`src/rtl/cpu_pkg.sv`:
```
// Shared CPU definitions: opcode encodings, condition-flag bit positions and
// flag-unit state encoding. Used by flag_unit, flag_mask_decode and the hazard unit.
package cpu_pkg;

  // Opcodes that touch the condition flags
  localparam logic [3:0] OP_ADD = 4'b0000;
  localparam logic [3:0] OP_SUB = 4'b0001;
  localparam logic [3:0] OP_XOR = 4'b0010;
  localparam logic [3:0] OP_SLL = 4'b0100;
  localparam logic [3:0] OP_SRA = 4'b0101;
  localparam logic [3:0] OP_ROR = 4'b0110;

  // Bit positions on the flag bus F = {N, V, Z}
  localparam int unsigned FLAG_Z = 0;
  localparam int unsigned FLAG_V = 1;
  localparam int unsigned FLAG_N = 2;

  // Flag-unit state encoding
  localparam logic ST_RUN    = 1'b0;
  localparam logic ST_HALTED = 1'b1;

endpackage

```
`src/rtl/flag_mask_decode.sv`:
```
// Maps an opcode to the set of condition flags that instruction writes.
// Ports:
//   opcode : 4-bit instruction opcode
//   mask   : 3-bit update mask, bit positions FLAG_Z/FLAG_V/FLAG_N
module flag_mask_decode
  import cpu_pkg::*;
(
  input  logic [3:0] opcode,
  output logic [2:0] mask
);

  always_comb begin
    mask = 3'b000;
    case (opcode)
      OP_ADD, OP_SUB: begin
        mask[FLAG_N] = 1'b1;
        mask[FLAG_V] = 1'b1;
        mask[FLAG_Z] = 1'b1;
      end
      OP_XOR, OP_SLL, OP_SRA, OP_ROR: mask[FLAG_Z] = 1'b1;
      default: mask = 3'b000;
    endcase
  end

endmodule

```
`src/rtl/flag_unit.sv`:
```
// Condition-flag producer. Captures ALU results at the end of EX, merges them
// under the per-opcode update mask, holds across stalls, ignores flushed
// instructions and freezes after HLT retires.
// Ports:
//   clk, rst_n  : clock (rising edge), async active-low reset
//   ex_valid    : EX holds a real instruction
//   ex_opcode   : EX opcode
//   alu_result  : ALU output, alu_ovfl: signed overflow
//   stall/flush : EX does not retire / is squashed this cycle
//   halt        : HLT retiring in EX this cycle
//   F           : registered flags {N,V,Z}
//   F_byp       : flags after this cycle's update (same-cycle bypass)
//   halted      : unit is frozen
//   upd_count   : saturating count of committed flag updates
module flag_unit
  import cpu_pkg::*;
#(
  parameter int unsigned DW    = 16,
  parameter int unsigned CNT_W = 8
) (
  input  logic             clk,
  input  logic             rst_n,
  input  logic             ex_valid,
  input  logic [3:0]       ex_opcode,
  input  logic [DW-1:0]    alu_result,
  input  logic             alu_ovfl,
  input  logic             stall,
  input  logic             flush,
  input  logic             halt,
  output logic [2:0]       F,
  output logic [2:0]       F_byp,
  output logic             halted,
  output logic [CNT_W-1:0] upd_count
);

  logic [2:0]       mask;
  logic [2:0]       new_flags;
  logic [2:0]       merged;
  logic             retire;
  logic             commit;
  logic             do_upd;
  logic [2:0]       f_q, f_d;
  logic [CNT_W-1:0] cnt_q, cnt_d;
  logic             state_q, state_d;

  flag_mask_decode u_mask_decode (
    .opcode (ex_opcode),
    .mask   (mask)
  );

  // retire: the EX instruction actually leaves EX this cycle
  assign retire = ex_valid & ~stall & ~flush;
  assign commit = retire & (state_q == ST_RUN);
  assign do_upd = commit & (|mask);

  always_comb begin
    new_flags         = 3'b000;
    new_flags[FLAG_Z] = (alu_result == '0);
    new_flags[FLAG_V] = alu_ovfl;
    new_flags[FLAG_N] = alu_result[DW-1];
  end

  assign merged = (new_flags & mask) | (f_q & ~mask);

  always_comb begin
    f_d     = f_q;
    cnt_d   = cnt_q;
    state_d = state_q;
    if (do_upd) begin
      f_d = merged;
      if (cnt_q != {CNT_W{1'b1}}) cnt_d = cnt_q + CNT_W'(1);
    end
    // A flag-setting HLT still commits its own update above
    if ((state_q == ST_RUN) && retire && halt) state_d = ST_HALTED;
  end

  always_ff @(posedge clk or negedge rst_n) begin
    if (!rst_n) begin
      f_q     <= 3'b000;
      cnt_q   <= '0;
      state_q <= ST_RUN;
    end else begin
      f_q     <= f_d;
      cnt_q   <= cnt_d;
      state_q <= state_d;
    end
  end

  assign F         = f_q;
  assign F_byp     = f_d;
  assign halted    = (state_q == ST_HALTED);
  assign upd_count = cnt_q;

endmodule

```
`config.mk`:
```
export PLATFORM = sky130hd
export DESIGN_NAME = flag_unit
export DESIGN_NICKNAME = d
export VERILOG_FILES = /design/src/rtl/cpu_pkg.sv /design/src/rtl/flag_mask_decode.sv /design/src/rtl/flag_unit.sv
export SDC_FILE = /design/constraint.sdc
export NUM_CORES = 1
export LEC_CHECK = 0
export CORE_ASPECT_RATIO = 0.75
export CORE_MARGIN = 4
export CORE_UTILIZATION = 30
export CTS_BUF_LIST = sky130_fd_sc_hd__clkbuf_4 sky130_fd_sc_hd__clkbuf_8 sky130_fd_sc_hd__clkbuf_16
export DETAILED_ROUTE_END_ITERATION = 12
export PLACE_DENSITY = 0.74
export SETUP_SLACK_MARGIN = 0.2
export SLEW_MARGIN = 10
export SYNTH_ARGS = -nofsm -noshare
export SYNTH_HDL_FRONTEND = slang
export SYNTH_SLANG_ARGS = --single-unit
```
`constraint.sdc`:
```
create_clock -name clk -period 1.4 [get_ports clk]
set_input_delay 0.14 -clock clk [delete_from_list [all_inputs] [get_ports clk]]
set_output_delay 0.14 -clock clk [all_outputs]
set_load 0.005 [all_outputs]
```
==> results.txt, run 1 <==
- Outcome: finished with violations
* Violations in the final reports: setup timing
- Vias in the first global route: 724
- The number of antenna violations at the first check in global routing came to 0.
* Placed standard-cell area: 1170 um2
- Max-cap violations: 0
- Along the worst path, the maximum fanout reaches 2.
- Pin placement for this block handled 42 I/O pins.
* Relative slew slack: 71.2%
- Number of flops mapped to enable cells by yosys: 0
* Type of the most critical hold path: in2async
- Maximum number of pins on one net before global-route repair: 13
- For this run, the detailed router's first-pass iteration total came to 2.
* Overflow left after global routing: 0
- Setup repair after global routing could not meet its margin everywhere.
* CTS tree: yes
- STA classifies the critical path startpoint as a flop.
* Critical register-to-register path startpoint: upd_count[4]
- Remaining routing DRC violations: 0
- The detailed router placed 658 vias in this run.
- Synth unique cells: 18
- Maximum buffer depth of the clock tree: 2
- Crit path launch: halted
* Maximum clock frequency: 557 MHz
- Final hold violation count: 0
- Summed over all cells, the static leakage comes to 0.649 nW.
* Final count of negative-setup-slack endpoints: 12
- Across every metal layer, demand over resource in global routing totals 15.7%.
- Fraction of registers with async set or reset after synthesis: 100%
* Most common cell in the netlist: sky130_fd_sc_hd__dfrtp_1
* Iteration-0 DRC count of the detailed router: 4
- Row generation in the floorplan step produced 13 rows.
* Port buffer count: 41
- For the pin with the worst max-slew slack, the measured transition is 0.429 ns.
- Required time of the critical path: 1.26 ns
- Cells fill 73.3% of the core in the end.
- The floorplan step defined a die boundary enclosing 2810 um2.
- The synthesized netlist occupies a cell area of 607 um2.
* Post-DR vias/cell: 4.57
- Counting instances in the post-synthesis netlist gives the leading cell types as sky130_fd_sc_hd__dfrtp_1, sky130_fd_sc_hd__xor2_1, sky130_fd_sc_hd__nor3_2.
- The filler cells instantiated in the layout total 137.
- By area the synthesized netlist is led by sky130_fd_sc_hd__dfrtp_1, sky130_fd_sc_hd__xor2_1, sky130_fd_sc_hd__nor3_2, sky130_fd_sc_hd__nor4_1, sky130_fd_sc_hd__nor4b_4.
- Once placement completed, the tool counted placed cells totaling 129.
- After detailed routing, the average wire length per cell comes to 14.4 um.
- Worst Setup Slack, final: -0.394 ns
- Count of non-filler cells in the finished layout: 144
- Cell area after layout: 1340 um2
- Power density normalized to cell area: 914 nW/um2
- Maximum clock skew at final layout: 0.00527 ns
* Effective utilization at floorplan: 33.3%
* Post-synthesis sequential area ratio: 49.5%
* Count of state elements after synthesis: 12
* Final Max Slew Viols: 0
- The Yosys step of the flow raised 0 warnings.
- The core region is 1820 um2.
- Global placer's final weighted congestion: 0.756
- Dividing the synthesized area by the synthesized cell count gives 12.1 um2.
* Cell accounting for the most synthesized area: sky130_fd_sc_hd__dfrtp_1
- In this run the number of H-tree levels came out at 1.
- At the later pin of the worst-skew pair, clock insertion delay measures 0.27 ns.
* Wire length of the first global-routing pass: 3180 um
- For the worst setup path, the data arrival time is 1.65 ns.
- Worst setup EP type: output pin
* Die width: 59.9 um
- Relative area change from synthesis to final layout: 120%
- Clock input transition at the sequential cells of the worst setup and hold paths: 0.07 ns
- Synthesized instance count: 50
* Master cell of the clock root buffer: sky130_fd_sc_hd__clkbuf_4
- Crit share post-route: 128%
- The worst-case IR drop observed on VDD is 840 uV.
- Share of layout cells above drive strength 1: 45.1%
* Count of nets after finishing: 152
- Antenna cell count: 0
* Fin Setup TNS: -1.62 ns
- Clock sinks: 12
- When the netlist entered floorplanning its net count stood at 78.
- Worst setup path class: reg2out
* Half-perimeter wire length after detailed placement: 1520 um
* Height of the die: 47.0 um
- The routed design has 2070 um of wire.
* Total clock buffers created by CTS: 3
* Dominant register cell in the synthesized netlist: sky130_fd_sc_hd__dfrtp_1
* Top-area cell type share of the netlist area: 49.5%
- Remaining number of nets flagged by the antenna check after routing: 0
* Tmin final: 1.79 ns
## worst max-delay path, stage by stage (launching register included)
cell	delay [ns]
sky130_fd_sc_hd__dfrtp_1	0.40
sky130_fd_sc_hd__nor4b_4	0.25
sky130_fd_sc_hd__nand2_2	0.12
sky130_fd_sc_hd__nor3_4	0.17
sky130_fd_sc_hd__mux2_4	0.33
sky130_fd_sc_hd__buf_6	0.12
## metrics by stage
stage / power [mW] / worst slack [ns] / hold slack, ns
final: 1.22 / -0.394 / 0.161
after floorplan: 0.596 / -0.114 / -0.156
after global routing: 1.31 / -0.489 / 0.172
after detailed placement: 0.959 / -0.769 / 0.457
after global placement: 0.941 / -0.754 / 0.456
after CTS: 1.20 / -0.555 / 0.165
## final cells by class
cell class,count,area [um2],area share [%]
Multi-Input combinational cell,36,348,26.1
Timing Repair Buffer,69,629,47.1
Clock buffer,3,22.5,1.69
Sequential cell,12,300,22.5
Inverter,2,7.51,0.562
Tap cell,22,27.5,2.06
## state kept, by name, indices dropped and copies added (netlist names)
signal	cells
F	3
halted	1
upd_count	8
## where the power goes
part | total (mW) | switching (mW) | internal [mW]
sequential | 0.446 | 0.0392 | 0.406
combinational | 0.569 | 0.199 | 0.371
clock | 0.205 | 0.106 | 0.0994
## cells by family after synthesis
kind of cell | count (synthesis) | synth area share (%)
buf+inv | 2 | 1.24
flops | 12 | 49.5
simple gates | 21 | 24.5
fa+ha+maj | 1 | 2.06
mux | 3 | 6.18
xor+xnor | 7 | 10.1
compound gates | 4 | 6.39
## path summary, 6_finish.rpt
kind                       slack, ns  cells after the start            to
max                            -0.39                      5      F_byp[1]
min                             0.16                      2  upd_count[4]
max reg2reg                    -0.11                      3  upd_count[1]
min reg2reg                     0.53                      1          F[1]
max in group asynchronous       1.08                      2  upd_count[7]
min in group clk                0.47                      2        halted
## cell usage in the layout (no fill, tap or decap), drive strengths merged
cell type      instances
xor2                   6
dlygate4sd2            5
nor3                   5
a21o                   1
mux2                   3
o211ai                 1
xnor2                  1
a21oi                  1
clkdlybuf4s15          4
nand4                  2
inv                    2
nand2                  4
clkbuf                 5
o21ai                  1
dfrtp                 12
nor4                   4
nor2                   2
clkdlybuf4s50         26
nand3                  3
ha                     1
nor4b                  1
buf                   32
## repair_timing
item / in CTS / in global routing
setup buffers: 5 / 7
hold buffers: 0 / 0
pin swaps: 5 / 6
hold endpoints to repair: 0 / 0
endpoints found under the setup margin: 26 / 20
gates resized for setup: 43 / 13
## routing by layer
layer	vias to the layer above	share of wire [%]	track usage, %
met5	-	0	0
met4	0	0.53	5.31
met3	2	16	5.49
met2	38	46	28.7
met1	294	38	17.3
li1	324	-	-
(Power assumes the default switching activity.)
==> run 2: changes to the inputs <==
Settings changed: MAX_ROUTING_LAYER set to met4.
==> run 2 against run 1 <==
Compared with the run above:
- the run still ends with setup timing left
- non-clock buffer count stayed put
- hold slack hardly changed
- via count stayed put
- die area stayed put
- clock skew hardly changed
- routed wire length is 0.39% higher
- critical path type unchanged
- sequential power hardly changed
- worst setup slack hardly changed
- register-to-register slack hardly changed
- sequential share of layout area stayed put
==> results.txt, run 2 (synthesis results as in run 1) <==
- The flow ran to the end, but the final reports show violations.
- Violations in the final reports: setup timing
- The floorplan step set the die height to 47.0 um.
- Required time of the critical path: 1.26 ns
* Critical register-to-register path startpoint: halted
- The path class of the tightest hold or removal check is in2async.
- TritonCTS built the clock tree.
- Clock input transition at the sequential cells of the worst setup and hold paths: 0.07 ns
- Most frequent cells in the layout: sky130_fd_sc_hd__clkdlybuf4s50_1, sky130_fd_sc_hd__buf_4, sky130_fd_sc_hd__dfrtp_1, sky130_fd_sc_hd__buf_6
- From synthesis to final layout, the design area changed by 120%.
* Total clock buffers created by CTS: 3
* Maximum level of the CTS H-tree: 1
- For the worst flop-to-flop path, the logic depth is 8.
- Final count of negative-setup-slack endpoints: 12
* Number of fillers in the final layout: 137
- The hold violation count in the final report is 0.
* Max-cap violations: 0
- WL per Instance: 14.4 um
- Summed over all nets, the switching power comes to 0.344 mW.
* Via count: 658
- The worst-case IR drop observed on VDD is 840 uV.
- The tightest hold path in the finished design has a slack of 0.161 ns.
- Combinational logic is responsible for 46.7% of the overall power.
- Number of flip-flops in the largest register: 8
- Remaining routing DRC violations: 0
- In this run the horizontal extent of the chip is 59.9 um.
* Worst Setup Slack, final: -0.394 ns
- Maximum number of pins on one net before global-route repair: 13
* Final Max Slew Viols: 0
* Static leakage power: 0.649 nW
- Maximum clock skew at final layout: 0.00527 ns
- Leaving out fill and tap cells, the most frequent cell in the layout is sky130_fd_sc_hd__clkdlybuf4s50_1.
* Port buffer count: 41
- Data on the critical path arrives at its endpoint at 1.65 ns.
* Iteration-0 DRC count of the detailed router: 4
- Of the cells placed in the final design, the portion with a size suffix greater than 1 is 45.1%.
* Worst setup EP type: output pin
* Flop pwr share: 36.5%
- The largest single stage delay on the critical path is 0.40 ns.
- The smallest clock period supported by the final layout is computed as 1.79 ns.
- The die covers 2810 um2.
* Max FO, Critical Path: 2
- Vias in the first global route: 724
- In this design, the largest share of critical-path delay is due to simple AND/OR/NAND/NOR gates.
- For this configuration, the core starts out at a cell density of 33.3%.
- Maximum buffer depth of the clock tree: 2
- The completed layout was analyzed and its total power is 1.22 mW.
* Remaining number of nets flagged by the antenna check after routing: 0
- On the critical path, the stage with the largest delay is an instance of sky130_fd_sc_hd__dfrtp_1.
- Worst reg2reg setup slack: -0.11 ns
* Maximum clock frequency: 557 MHz
- The net count of the finished layout is 152.
* Ordered cell list for the critical path: nor4b_4 > nand2_2 > nor3_4 > mux2_4 > buf_6
- Global placer's final weighted congestion: 0.766
- In this run the critical register-to-register path is captured at F[0].
- Measured slew at the worst slew-check pin: 0.429 ns
- Number of iterations in the first detailed-routing pass: 2
- Row Count: 13
- Later-pin clock latency in the skew report: 0.27 ns
* Worst setup path class: reg2out
- In this run the power density over the cells is 914 nW/um2.
- Master cell of the clock root buffer: sky130_fd_sc_hd__clkbuf_4
- Overall track demand over capacity in global routing: 16.3%
- Proportion of power drawn by the clock network: 16.8%
- Net switching is 28.2% of the power.
- The number of antenna diodes in the final layout is 0.
- Wire length of the first global-routing pass: 3180 um
- The core region is 1820 um2.
* Count of pins on the block boundary: 42
- CP Buf/Inv Count: 1
- In the routed layout, each cell is associated on average with a via count of 4.57.
- Number of antenna violations at the first check in global routing: 0
- Aggregate routed wire length: 2080 um
- Launching element type of the critical path: flop
- RSZ-0062 raised after global routing: true
- Half-perimeter wire length after detailed placement: 1520 um
* Crit share post-route: 128%
- Cell internal power was estimated by the tool at 0.877 mW.
- For this design, the sink count on the clock tree is 12.
- Overflow left after global routing: 0
- Relative slew slack: 71.2%
## run 2: cell counts in the layout (fill, tap and decap cells not counted)
Identical to the previous run, type by type.
## run 2: power by group through the flow
| stage | Combinational [mW] | Clock (mW) | Sequential, mW |
|---|---|---|---|
| after floorplan | 0.115 | 0 | 0.481 |
| after global placement | 0.492 | 0 | 0.449 |
| after detailed placement | 0.506 | 0 | 0.453 |
| after CTS | 0.539 | 0.210 | 0.450 |
| after global routing | 0.623 | 0.229 | 0.453 |
| final | 0.569 | 0.205 | 0.446 |
## run 2: through the flow
| step | setup slack, ns | TNS [ns] | utilization, % | std cells | cell area (um2) |
|---|---|---|---|---|---|
| finish | -0.394 | -1.62 | 73.3 | 144 | 1340 |
| global placement | -0.754 | -4.18 | 64.4 | 129 | 1170 |
| floorplan | -0.114 | -0.491 | - | 50 | 614 |
| CTS | -0.555 | -2.11 | 69.1 | 137 | 1260 |
| global route | -0.489 | -2.99 | 73.3 | 144 | 1340 |
| detailed placement | -0.769 | -4.53 | 64.4 | 129 | 1170 |
## run 2: layout make-up
| cell class | instances | area, um2 | area share [%] |
|---|---|---|---|
| tap | 22 | 27.5 | 2.06 |
| clock buffer | 3 | 22.5 | 1.69 |
| multi-input combinational | 36 | 348 | 26.1 |
| timing repair buffer | 69 | 629 | 47.1 |
| inverter | 2 | 7.51 | 0.562 |
| sequential | 12 | 300 | 22.5 |
## run 2: how the worst max path moves through the flow
stage | start | end | slack (ns) | cells after the start
floorplan | halted | F_byp[1] | -0.11 | 4
global placement | stall | F_byp[2] | -0.75 | 6
detailed placement | stall | F_byp[2] | -0.77 | 6
CTS | halted | F_byp[2] | -0.55 | 5
global route | halted | F_byp[1] | -0.49 | 5
finish | halted | F_byp[1] | -0.39 | 5
## run 2: metal layers
layer  up-vias  track usage (%)  part of all wire (%)
met5         -                -                     0
met3         2             5.49                    16
met4         0             5.31                  0.53
li1        324                -                     -
met1       294             17.3                    38
met2        38             28.7                    46
## run 2: timing repair
action,CTS,global route
setup endpoints to repair,26,20
pin swaps,5,6
hold endpoints to repair,0,0
buffers inserted,5,7
gates cloned,0,0
hold buffers,0,0
gates resized for setup,43,13
==> run 3: changes to the inputs <==
Settings changed: CORE_AREA set to 4 4 41 43, CORE_ASPECT_RATIO 0.75 to not set, CORE_MARGIN 4 to not set, CORE_UTILIZATION 30 to not set, DIE_AREA set to 0 0 45 47, DONT_BUFFER_PORTS set to 1, GPL_ROUTABILITY_DRIVEN set to 1, PLACE_DENSITY 0.74 to 0.64.
==> run 3 against run 2 <==
Compared with the run above:
- the flow still finishes with violations (setup timing)
- via count down 23%
- worst setup slack better by 0.095 ns
- cell count down 38%
- largest power group is now sequential cells
- count of clock-buffer cells in the layout unchanged
- total power down 14%
==> results.txt, run 3 (synthesis results as in run 1) <==
* Outcome: finished with violations
* Critical register-to-register path startpoint: upd_count[1]
- Overflow left after global routing: 0
- The library cell used most frequently in the layout, excluding fill and tap cells, is sky130_fd_sc_hd__buf_4.
- Ordered cell list for the critical path: nor4b_4 > nand2_2 > nor3_4 > mux2_2
- The path with the worst hold slack has its endpoint at F[1].
- Proportion of power drawn by the clock network: 20.2%
- The routed design has 1510 um of wire.
- The share of total power dissipated in sequential elements is 42.6%.
* Final Max Slew Viols: 0
- Summed over all cells, the static leakage comes to 0.421 nW.
* Clock input transition at the sequential cells of the worst setup and hold paths: 0.07 ns
- Along the worst path, the maximum fanout reaches 2.
- Maximum clock skew at final layout: 0.00186 ns
* Maximum level of the CTS H-tree: 1
- Maximum buffer depth of the clock tree: 2
- Static timing analysis puts the maximum clock frequency at 589 MHz.
* Reg2reg path depth: 4
- Final hold violation count: 0
- Data arrives at the worst endpoint at 1.56 ns.
- Setup violations remaining at the end of the flow were counted as 6.
- Proportion of power drawn by combinational gates: 37.2%
* Later-pin clock latency in the skew report: 0.27 ns
* Measured slew at the worst slew-check pin: 0.555 ns
- The worst setup path is launched from a flop.
* Instance count on the critical path: 4
- Maximum number of pins on one net before global-route repair: 13
* Height of the die: 47 um
- Half-perimeter wire length after detailed placement: 1130 um
* Crit path launch: halted
- CP Buf/Inv Count: 0
* Overall track demand over capacity in global routing: 16.3%
- Buffers placed on the I/O ports in this run total 0.
* Worst-case setup slack after placement: -0.0484 ns
- IR analysis of the VDD net gives a maximum drop of 625 uV.
- Die width: 45 um
- Max-cap violations in this run came to 0.
* Internal power consumption: 0.739 mW
- The worst setup path is of the reg2out kind.
- Startpoint of the tightest hold check path: alu_ovfl
* Row Count: 13
- Remaining number of nets flagged by the antenna check after routing: 0
* Number of antenna violations at the first check in global routing: 0
- Crit share post-route: 121%
- The slowest stage of the critical path belongs to the cell sky130_fd_sc_hd__dfrtp_1.
* Hold Crit Depth: 1
* Power density normalized to cell area: 1210 nW/um2
- Via count: 508
- The checks that failed: setup timing.
* Type of the most critical hold path: in2reg
- Subtracting the final worst setup slack from the clock period gives 1.70 ns.
- The register with the most flip-flops in the layout has 8 of them.
- Iteration-0 DRC count of the detailed router: 2
* Post-DR vias/cell: 5.64
* Total clock buffers created by CTS: 3
- Required time of the critical path: 1.26 ns
* Number of iterations in the first detailed-routing pass: 3
* Worst setup EP type: output pin
* WL per Instance: 16.8 um
- The number of global-route vias before repair was 550.
- The final layout contains 105 nets.
* Count of pins on the block boundary: 42
- Die area: 2120 um2
- Global placer's final weighted congestion: 0.703
- Counting every sink on the clock net gives 12.
* Highest cell delay on the worst timing path: 0.40 ns
* Core outline area: 1300 um2
- Among cell families on the critical path, the largest total delay comes from simple AND/OR/NAND/NOR gates.
- PnR Total Power: 1.05 mW
- In this run the tightest slew margin relative to its limit is 62.9%.
- Relative area change from synthesis to final layout: 43.1%
- The number of antenna diodes in the final layout is 0.
- Once the floorplan was initialized, standard cells occupied 46.6% of the core.
- Wire length of the first global-routing pass: 2310 um
- In the final layout, the share of cells above drive strength 1 is 54.7%.
- Setup repair after global routing could not meet its margin everywhere.
* Worst r2r dst: upd_count[1]
* Most frequent cells in the layout: sky130_fd_sc_hd__buf_4, sky130_fd_sc_hd__dfrtp_1, sky130_fd_sc_hd__xor2_1, sky130_fd_sc_hd__nor4_1, sky130_fd_sc_hd__nor3_2
- After layout, the worst setup slack is -0.299 ns.
* CTS tree: yes
- Switching power summed over all nets: 0.308 mW
* Fraction of power spent switching nets: 29.4%
- Worst reg2reg setup slack: -0.03 ns
* Master cell of the clock root buffer: sky130_fd_sc_hd__clkbuf_4
- Remaining routing DRC violations: 0
[run 3: cell types whose count changed in the layout (fill, tap and decap cells not counted), moves of 2 or more]
cell,delta
sky130_fd_sc_hd__dlygate4sd3_1,+2
sky130_fd_sc_hd__mux2_2,+2
sky130_fd_sc_hd__dlygate4sd2_1,-5
sky130_fd_sc_hd__buf_4,-3
sky130_fd_sc_hd__buf_6,-8
sky130_fd_sc_hd__clkbuf_2,-2
sky130_fd_sc_hd__clkdlybuf4s50_1,-26
sky130_fd_sc_hd__clkdlybuf4s15_1,-4
sky130_fd_sc_hd__mux2_4,-2
[run 3: routing by layer]
layer	routed length, um	global-route usage, %	part of all wire (%)
met5	0	-	0
met1	485	15.0	32
met4	12	8.77	0.80
met3	159	4.98	11
met2	850	29.9	56
[run 3: final cells by class]
class                      instances  area (um2)
fill                             111         433
multi-input combinational         36         342
sequential                        12         300
timing repair buffer              22         178
clock buffer                       3        22.5
tap                               15        18.8
inverter                           2        7.51
[run 3: power by group through the flow]
stage / combinational (mW) / sequential, mW / clock, mW
final: 0.389 / 0.446 / 0.211
after global routing: 0.432 / 0.455 / 0.233
after CTS: 0.354 / 0.447 / 0.219
after detailed placement: 0.277 / 0.456 / 0
after global placement: 0.271 / 0.452 / 0
after floorplan: 0.115 / 0.481 / 0
[run 3: worst max path at each step]
stage	slack [ns]	endpoint
2_1_floorplan	-0.11	F_byp[1]
3_3_place_gp	-0.04	F[1]
3_5_place_dp	-0.05	F[2]
4_1_cts	-0.35	F_byp[2]
5_1_grt	-0.41	F_byp[2]
6_report	-0.30	F_byp[2]
[run 3: what timing repair did]
item / in CTS / in global routing
hold buffers: 2 / 0
hold endpoints to repair: 13 / 0
pin swaps: 3 / 1
resized for setup: 8 / 5
setup buffers: 3 / 2
setup endpoints to repair: 14 / 14
[run 3: through the flow]
| stage | hold slack (ns) | utilization (%) | TNS (ns) | cell area [um2] | cells |
|---|---|---|---|---|---|
| after floorplan | -0.156 | - | -0.491 | 614 | 50 |
| after global placement | -0.155 | 57.3 | -0.145 | 746 | 80 |
| after detailed placement | -0.155 | 57.3 | -0.199 | 746 | 80 |
| after CTS | 0.0541 | 64.2 | -0.928 | 836 | 88 |
| after global routing | 0.0478 | 66.7 | -1.73 | 868 | 90 |
| final | 0.0533 | 66.7 | -0.710 | 868 | 90 |
